<file path="src/rtl/dual_rail_rx_if.sv">
// Beat and status bundle for the dual-rail receiver.
// master drives the rails and the clear strobe; slave is the receiver itself.
interface dual_rail_rx_if #(
    parameter int WIDTH = 8,
    parameter int CNT_W = 8
);
    logic             in_valid;
    logic [WIDTH-1:0] in_t;
    logic [WIDTH-1:0] in_f;
    logic             clr_err;
    logic             out_valid;
    logic [WIDTH-1:0] out_data;
    logic             out_err;
    logic [WIDTH-1:0] syndrome;
    logic             syn_vld;
    logic [CNT_W-1:0] err_count;
    logic             fault;
    logic [1:0]       state;

    modport master (
        output in_valid, in_t, in_f, clr_err,
        input  out_valid, out_data, out_err, syndrome, syn_vld, err_count, fault, state
    );

    modport slave (
        input  in_valid, in_t, in_f, clr_err,
        output out_valid, out_data, out_err, syndrome, syn_vld, err_count, fault, state
    );
endinterface

</file>
<file path="src/rtl/dual_rail_rx.sv">
// Dual-rail (true/complement) receiver: per-bit rail check, 1-cycle forwarding,
// link-health FSM, saturating error counter and first-error syndrome capture.
//
// state   | meaning
// NORMAL  | link healthy, beats forwarded
// SUSPECT | bad beats seen, below ERR_THRESH in a row; beats still forwarded
// FAULT   | link faulted; beats dropped until RECOVER_CNT good beats in a row
module dual_rail_rx #(
    parameter int WIDTH       = 8,
    parameter int ERR_THRESH  = 3,
    parameter int RECOVER_CNT = 4,
    parameter int CNT_W       = 8
) (
    input  logic           clk,
    input  logic           rstn,
    dual_rail_rx_if.slave  bus
);
    typedef enum logic [1:0] {
        NORMAL  = 2'd0,
        SUSPECT = 2'd1,
        FAULT   = 2'd2
    } state_t;

    localparam logic [3:0] THRESH  = 4'(ERR_THRESH);
    localparam logic [3:0] RECOVER = 4'(RECOVER_CNT);

    state_t           st;
    logic [3:0]       bad_run;
    logic [3:0]       good_run;
    logic [WIDTH-1:0] mis;
    logic             bad;
    logic             good;

    // A set bit in mis marks a position where the rails agree, i.e. a broken pair.
    assign mis  = bus.in_t ~^ bus.in_f;
    assign bad  = bus.in_valid & (|mis);
    assign good = bus.in_valid & ~bad;
    assign bus.state = st;

    always_ff @(posedge clk) begin
        if (!rstn) begin
            st            <= NORMAL;
            bad_run       <= '0;
            good_run      <= '0;
            bus.out_valid <= 1'b0;
            bus.out_data  <= '0;
            bus.out_err   <= 1'b0;
            bus.syndrome  <= '0;
            bus.syn_vld   <= 1'b0;
            bus.err_count <= '0;
            bus.fault     <= 1'b0;
        end else begin
            bus.out_valid <= bus.in_valid && (st != FAULT);
            if (bus.in_valid) begin
                bus.out_data <= bus.in_t;
                bus.out_err  <= bad;
            end

            // Clear first so a colliding bad beat is counted and captured afresh.
            if (bus.clr_err) begin
                bus.err_count <= '0;
                bus.syndrome  <= '0;
                bus.syn_vld   <= 1'b0;
            end
            if (bad) begin
                if (bus.clr_err || !bus.syn_vld) begin
                    bus.syndrome <= mis;
                    bus.syn_vld  <= 1'b1;
                end
                if (bus.clr_err)
                    bus.err_count <= CNT_W'(1);
                else if (bus.err_count != {CNT_W{1'b1}})
                    bus.err_count <= bus.err_count + CNT_W'(1);
            end

            case (st)
                NORMAL: begin
                    if (bad) begin
                        bad_run <= 4'd1;
                        if (THRESH == 4'd1) begin
                            st        <= FAULT;
                            bus.fault <= 1'b1;
                        end else begin
                            st <= SUSPECT;
                        end
                    end
                end
                SUSPECT: begin
                    if (bad) begin
                        bad_run <= bad_run + 4'd1;
                        if (bad_run + 4'd1 == THRESH) begin
                            st        <= FAULT;
                            bus.fault <= 1'b1;
                        end
                    end else if (good) begin
                        st      <= NORMAL;
                        bad_run <= '0;
                    end
                end
                FAULT: begin
                    if (good) begin
                        if (good_run + 4'd1 == RECOVER) begin
                            st        <= NORMAL;
                            bus.fault <= 1'b0;
                            good_run  <= '0;
                            bad_run   <= '0;
                        end else begin
                            good_run <= good_run + 4'd1;
                        end
                    end else if (bad) begin
                        good_run <= '0;
                    end
                end
                default: begin
                    st        <= NORMAL;
                    bus.fault <= 1'b0;
                end
            endcase
        end
    end

    always @(posedge clk) begin
        if (rstn)
            assert (2'(st) != 2'd3 && bus.fault == (st == FAULT));
    end
endmodule

</file>
<file path="src/flat_wrapper.sv">
// flat-port wrapper written by rule: the top's interface ports become plain ports
module dual_rail_rx_flat 
#(
    parameter int WIDTH       = 8,
    parameter int ERR_THRESH  = 3,
    parameter int RECOVER_CNT = 4,
    parameter int CNT_W       = 8
)
  (clk, rstn, bus_in_valid, bus_in_t, bus_in_f, bus_clr_err, bus_out_valid, bus_out_data, bus_out_err, bus_syndrome, bus_syn_vld, bus_err_count, bus_fault, bus_state);
  dual_rail_rx_if #(.WIDTH(WIDTH), .CNT_W(CNT_W)) bus_i ();
  input  logic clk;
  input  logic rstn;
  input wire logic [$bits(bus_i.in_valid)-1:0] bus_in_valid;
  input wire logic [$bits(bus_i.in_t)-1:0] bus_in_t;
  input wire logic [$bits(bus_i.in_f)-1:0] bus_in_f;
  input wire logic [$bits(bus_i.clr_err)-1:0] bus_clr_err;
  output wire logic [$bits(bus_i.out_valid)-1:0] bus_out_valid;
  output wire logic [$bits(bus_i.out_data)-1:0] bus_out_data;
  output wire logic [$bits(bus_i.out_err)-1:0] bus_out_err;
  output wire logic [$bits(bus_i.syndrome)-1:0] bus_syndrome;
  output wire logic [$bits(bus_i.syn_vld)-1:0] bus_syn_vld;
  output wire logic [$bits(bus_i.err_count)-1:0] bus_err_count;
  output wire logic [$bits(bus_i.fault)-1:0] bus_fault;
  output wire logic [$bits(bus_i.state)-1:0] bus_state;
  assign bus_i.in_valid = bus_in_valid;
  assign bus_i.in_t = bus_in_t;
  assign bus_i.in_f = bus_in_f;
  assign bus_i.clr_err = bus_clr_err;
  assign bus_out_valid = bus_i.out_valid;
  assign bus_out_data = bus_i.out_data;
  assign bus_out_err = bus_i.out_err;
  assign bus_syndrome = bus_i.syndrome;
  assign bus_syn_vld = bus_i.syn_vld;
  assign bus_err_count = bus_i.err_count;
  assign bus_fault = bus_i.fault;
  assign bus_state = bus_i.state;
  dual_rail_rx #(.WIDTH(WIDTH), .ERR_THRESH(ERR_THRESH), .RECOVER_CNT(RECOVER_CNT), .CNT_W(CNT_W)) u_core (.clk(clk), .rstn(rstn), .bus(bus_i));
endmodule
</file>
<file path="config.mk">
export PLATFORM = sky130hd
export DESIGN_NAME = dual_rail_rx_flat
export DESIGN_NICKNAME = d
export VERILOG_FILES = /design/src/rtl/dual_rail_rx_if.sv /design/src/rtl/dual_rail_rx.sv /design/src/flat_wrapper.sv
export SDC_FILE = /design/constraint.sdc
export NUM_CORES = 1
export LEC_CHECK = 0
export ABC_AREA = 0
export CORE_MARGIN = 3
export CORE_UTILIZATION = 50
export CTS_CLUSTER_SIZE = 16
export DETAILED_ROUTE_END_ITERATION = 10
export DONT_BUFFER_PORTS = 1
export PLACE_DENSITY = 0.68
export SLEW_MARGIN = 10
export SYNTH_ARGS = -nofsm -noshare
export SYNTH_HDL_FRONTEND = slang
export SYNTH_SLANG_ARGS = --single-unit
</file>
<file path="constraint.sdc">
create_clock -name clk -period 2.4 [get_ports clk]
set_clock_uncertainty 0.05 [all_clocks]
set_input_delay 0.48 -clock clk [delete_from_list [all_inputs] [get_ports clk]]
set_output_delay 0.48 -clock clk [all_outputs]
set_load 0.05 [all_outputs]
</file>
==> impl_results.md <==
* Status: finished clean
* Clk root buf: clkbuf_8
* Adder and majority cell fraction of the synthesized area at 5.875%
* Tot GR Track Use at between 10% and 20%
* Distinct cells, synth at 41
* Die height at 67.92 um
* Setup TNS Final at 0 ps
* Worst Reg-to-Reg Cells at 7
* Die width at 67.92 um
* Post-synthesis async set-or-reset flop share at 0%
* Initial Util at 54.44%
* GRT Residual Overflow at 0
* # H-tree levels at 2
* Clk pwr share at about a third
* Syn Nets at 250
* Num CTS Buffers at 5
* Tcrit/Tclk final at approximately 91%
* Sw Pwr at 0.6159 mW
* Final Hold Vio Count at 0
* Final HPWL DP at 3199 um
* Crit-path max FO at 6
* Total wire length at 4181 um
* Reg power frac at between 40 and 50%
* Slew Viols, Final at 0
* Critical path class: reg2reg
* Synth Area per Inst at 8.673 sq um
* Vias per Instance at 5.669
* Vias in the first global route at 1675
* Leakage at 0.8835 nW
* Hold_buf cts at 0
* Most frequent cell after synthesis: dfxtp_1
* Post-synthesis compound-gate area fraction at 11.88%
* Setup-failing EPs final at 0
* Fraction of layout cells with a size suffix above 1 at 12.34%
* Min Hold Slack at approximately 230 ps
* GP Congestion at 0.8503
* Power Density at 873.5 nW/um^2
* Reg clk slew, reported paths at 70 ps
* TritonCTS clock tree: built
* Via count at 1593
* Int Pwr at 1.298 mW
* Drt drc at 0
* Clk_lat worst skew at 290 ps
* Inst Count DP at 273
* Multiplexer share of the synthesized area at 6.789%
* Ant. Diodes at 0
* Cell Area, Synth at 1917 sq um
* WL/cell at 14.88 um
* Tmin final at 2186 ps
* Main synth FF type: dfxtp_1
* Number of antenna violations at the first check in global routing at 0
* Post-route ant nets at 0
* Slew HR at 63.93%
* Cell area after layout at 2191 sq um
* Max clock buf depth at 2
* Die area at about 4600 sq um
* Dominant cells by area after synthesis: dfxtp_1 (40%), mux2i_1 (6.8%), ha_1 (5.9%)
* First-pass GRT wire length at around 7000 um
* Min-Delay Path Class: in2reg
* Cell Area, Placed at a little over 2000 sq um
* Post-Synth XOR/XNOR Area at 6.854%
* Synthesis-stage register bit count at 38
* Worst Slack Setup Final at ~210 ps
* Hold depth at 1
* Slew @ Worst Pin at 540.3 ps
* RSZ-0062 raised after global routing: false
* Crit path capture type: flop
* Clk sinks at 38
* Fin nets at about 260
* Max_cap viols at 0
* Final core occ at a little over 60%
* Worst vdd ir at 515.2 uV
* Synth warn at 0
* Power consumption at ~1.9 mW
* Mapped Cells at 221
* Port Buf Inserts at 0
* Drt initial violations at 67
* Combinational family with the most area after synthesis: simple AND/OR/NAND/NOR gates
* Pre-Repair DR Iteration Count at 5
* IO Pins at 50
* Post-synth top area share at 39.69%
* Cell taking the most area after synthesis: dfxtp_1
* Worst setup SP type: flop
* Critical path arrival at about 2300 ps
* Net Sw Frac at 32.19%
* P&R area growth vs syn at 14.30%
* Most frequent cells after synthesis: dfxtp_1 (38), nor2_1 (28), nand2_1 (25)
* Comb pwr share at between 20% and 30%
* Data required, critical path at 2530 ps
* Post-Synth Simple-Gate Area at about 26%
* Pin count of the biggest net entering global routing at 21
* Final Instance Count excl. Fillers at 281
* Rows at 21
* # resized after CTS at 0
* Core ar. at 3521 sq um
* Post-synthesis sequential area ratio at 39.69%
* Number of synthesized flops with an enable pin at 0
* Achievable clock frequency at 0.4575 GHz
* Post-CTS setup buffer count at 0
* DP Worst Slack at between 30 and 40 ps
final cells by class:
type	count	area, sq um
fillers	317	1330
clock inverters	2	60.06
repair buffers	16	120.1
well taps	46	57.56
clock buffers	6	82.58
inverters	4	15.01
multi-input cells	169	1094
flip-flops and latches	38	762.0
cells in the final DEF (no fill, tap or decap), drive strengths merged, types with 3 or more instances in the layout:
master	count
nor2	28
a21oi	10
nand4	3
nand3	8
o21a	8
xor2	12
inv	3
nand2	25
xnor2	3
mux2i	13
a31oi	3
nand2b	3
nor3	4
nor2b	3
a211oi	3
and2	3
clkbuf	6
o21ai	7
buf	16
ha	9
dfxtp	38
nor3b	9
flip-flops by register name, indices dropped and copies added (netlist names):
register / cells
u_core.bus.err_count: 8
u_core.bus.out_data: 8
u_core.bus.syndrome: 8
u_core.bad_run: 4
u_core.good_run: 4
u_core.bus.state: 2
u_core.bus.fault: 1
u_core.bus.out_err: 1
u_core.bus.out_valid: 1
u_core.bus.syn_vld: 1
power by group through the flow:
stage / Clock, mW / Combinational (mW) / Sequential [mW]
finish: 0.666 / 0.441 / 0.807
global placement: 0 / 0.429 / 0.819
floorplan: 0 / 0.279 / 0.875
CTS: 0.676 / 0.442 / 0.807
detailed placement: 0 / 0.439 / 0.821
global route: 0.693 / 0.493 / 0.813
cells by family after synthesis:
group                      Yosys count
muxes                               13
AOI/OAI and AO/OA                   35
buffers and inverters               14
DFF                                 38
xor gates and xnor gates            15
and+or+nand+nor                     97
adders and majority gates            9
final timing paths:
check                     start                 end  slack [ps]
max reg2reg  u_core.good_run[0]   u_core.bad_run[2]         210
min reg2reg   u_core.bad_run[3]   u_core.bad_run[3]         430
min                bus_in_valid  u_core.bus.out_err         230
max          u_core.good_run[0]   u_core.bad_run[2]         210
worst max-delay path, cell delays in order, from the launching register on:
cell and delay (ps):
dfxtp_1 430, ha_1 230, nand2_1 60, o31ai_1 290
nand4b_1 160, a21oi_1 400, o21ai_0 180, a32o_1 290
per-layer routing:
layer	track usage, %	vias to the layer above	wire length (um)
met5	0	-	0
met4	9.429	0	66
met3	4.433	7	348
met2	33.41	57	2000
met1	23.91	740	1765
li1	-	789	-
(Power assumes the default switching activity.)
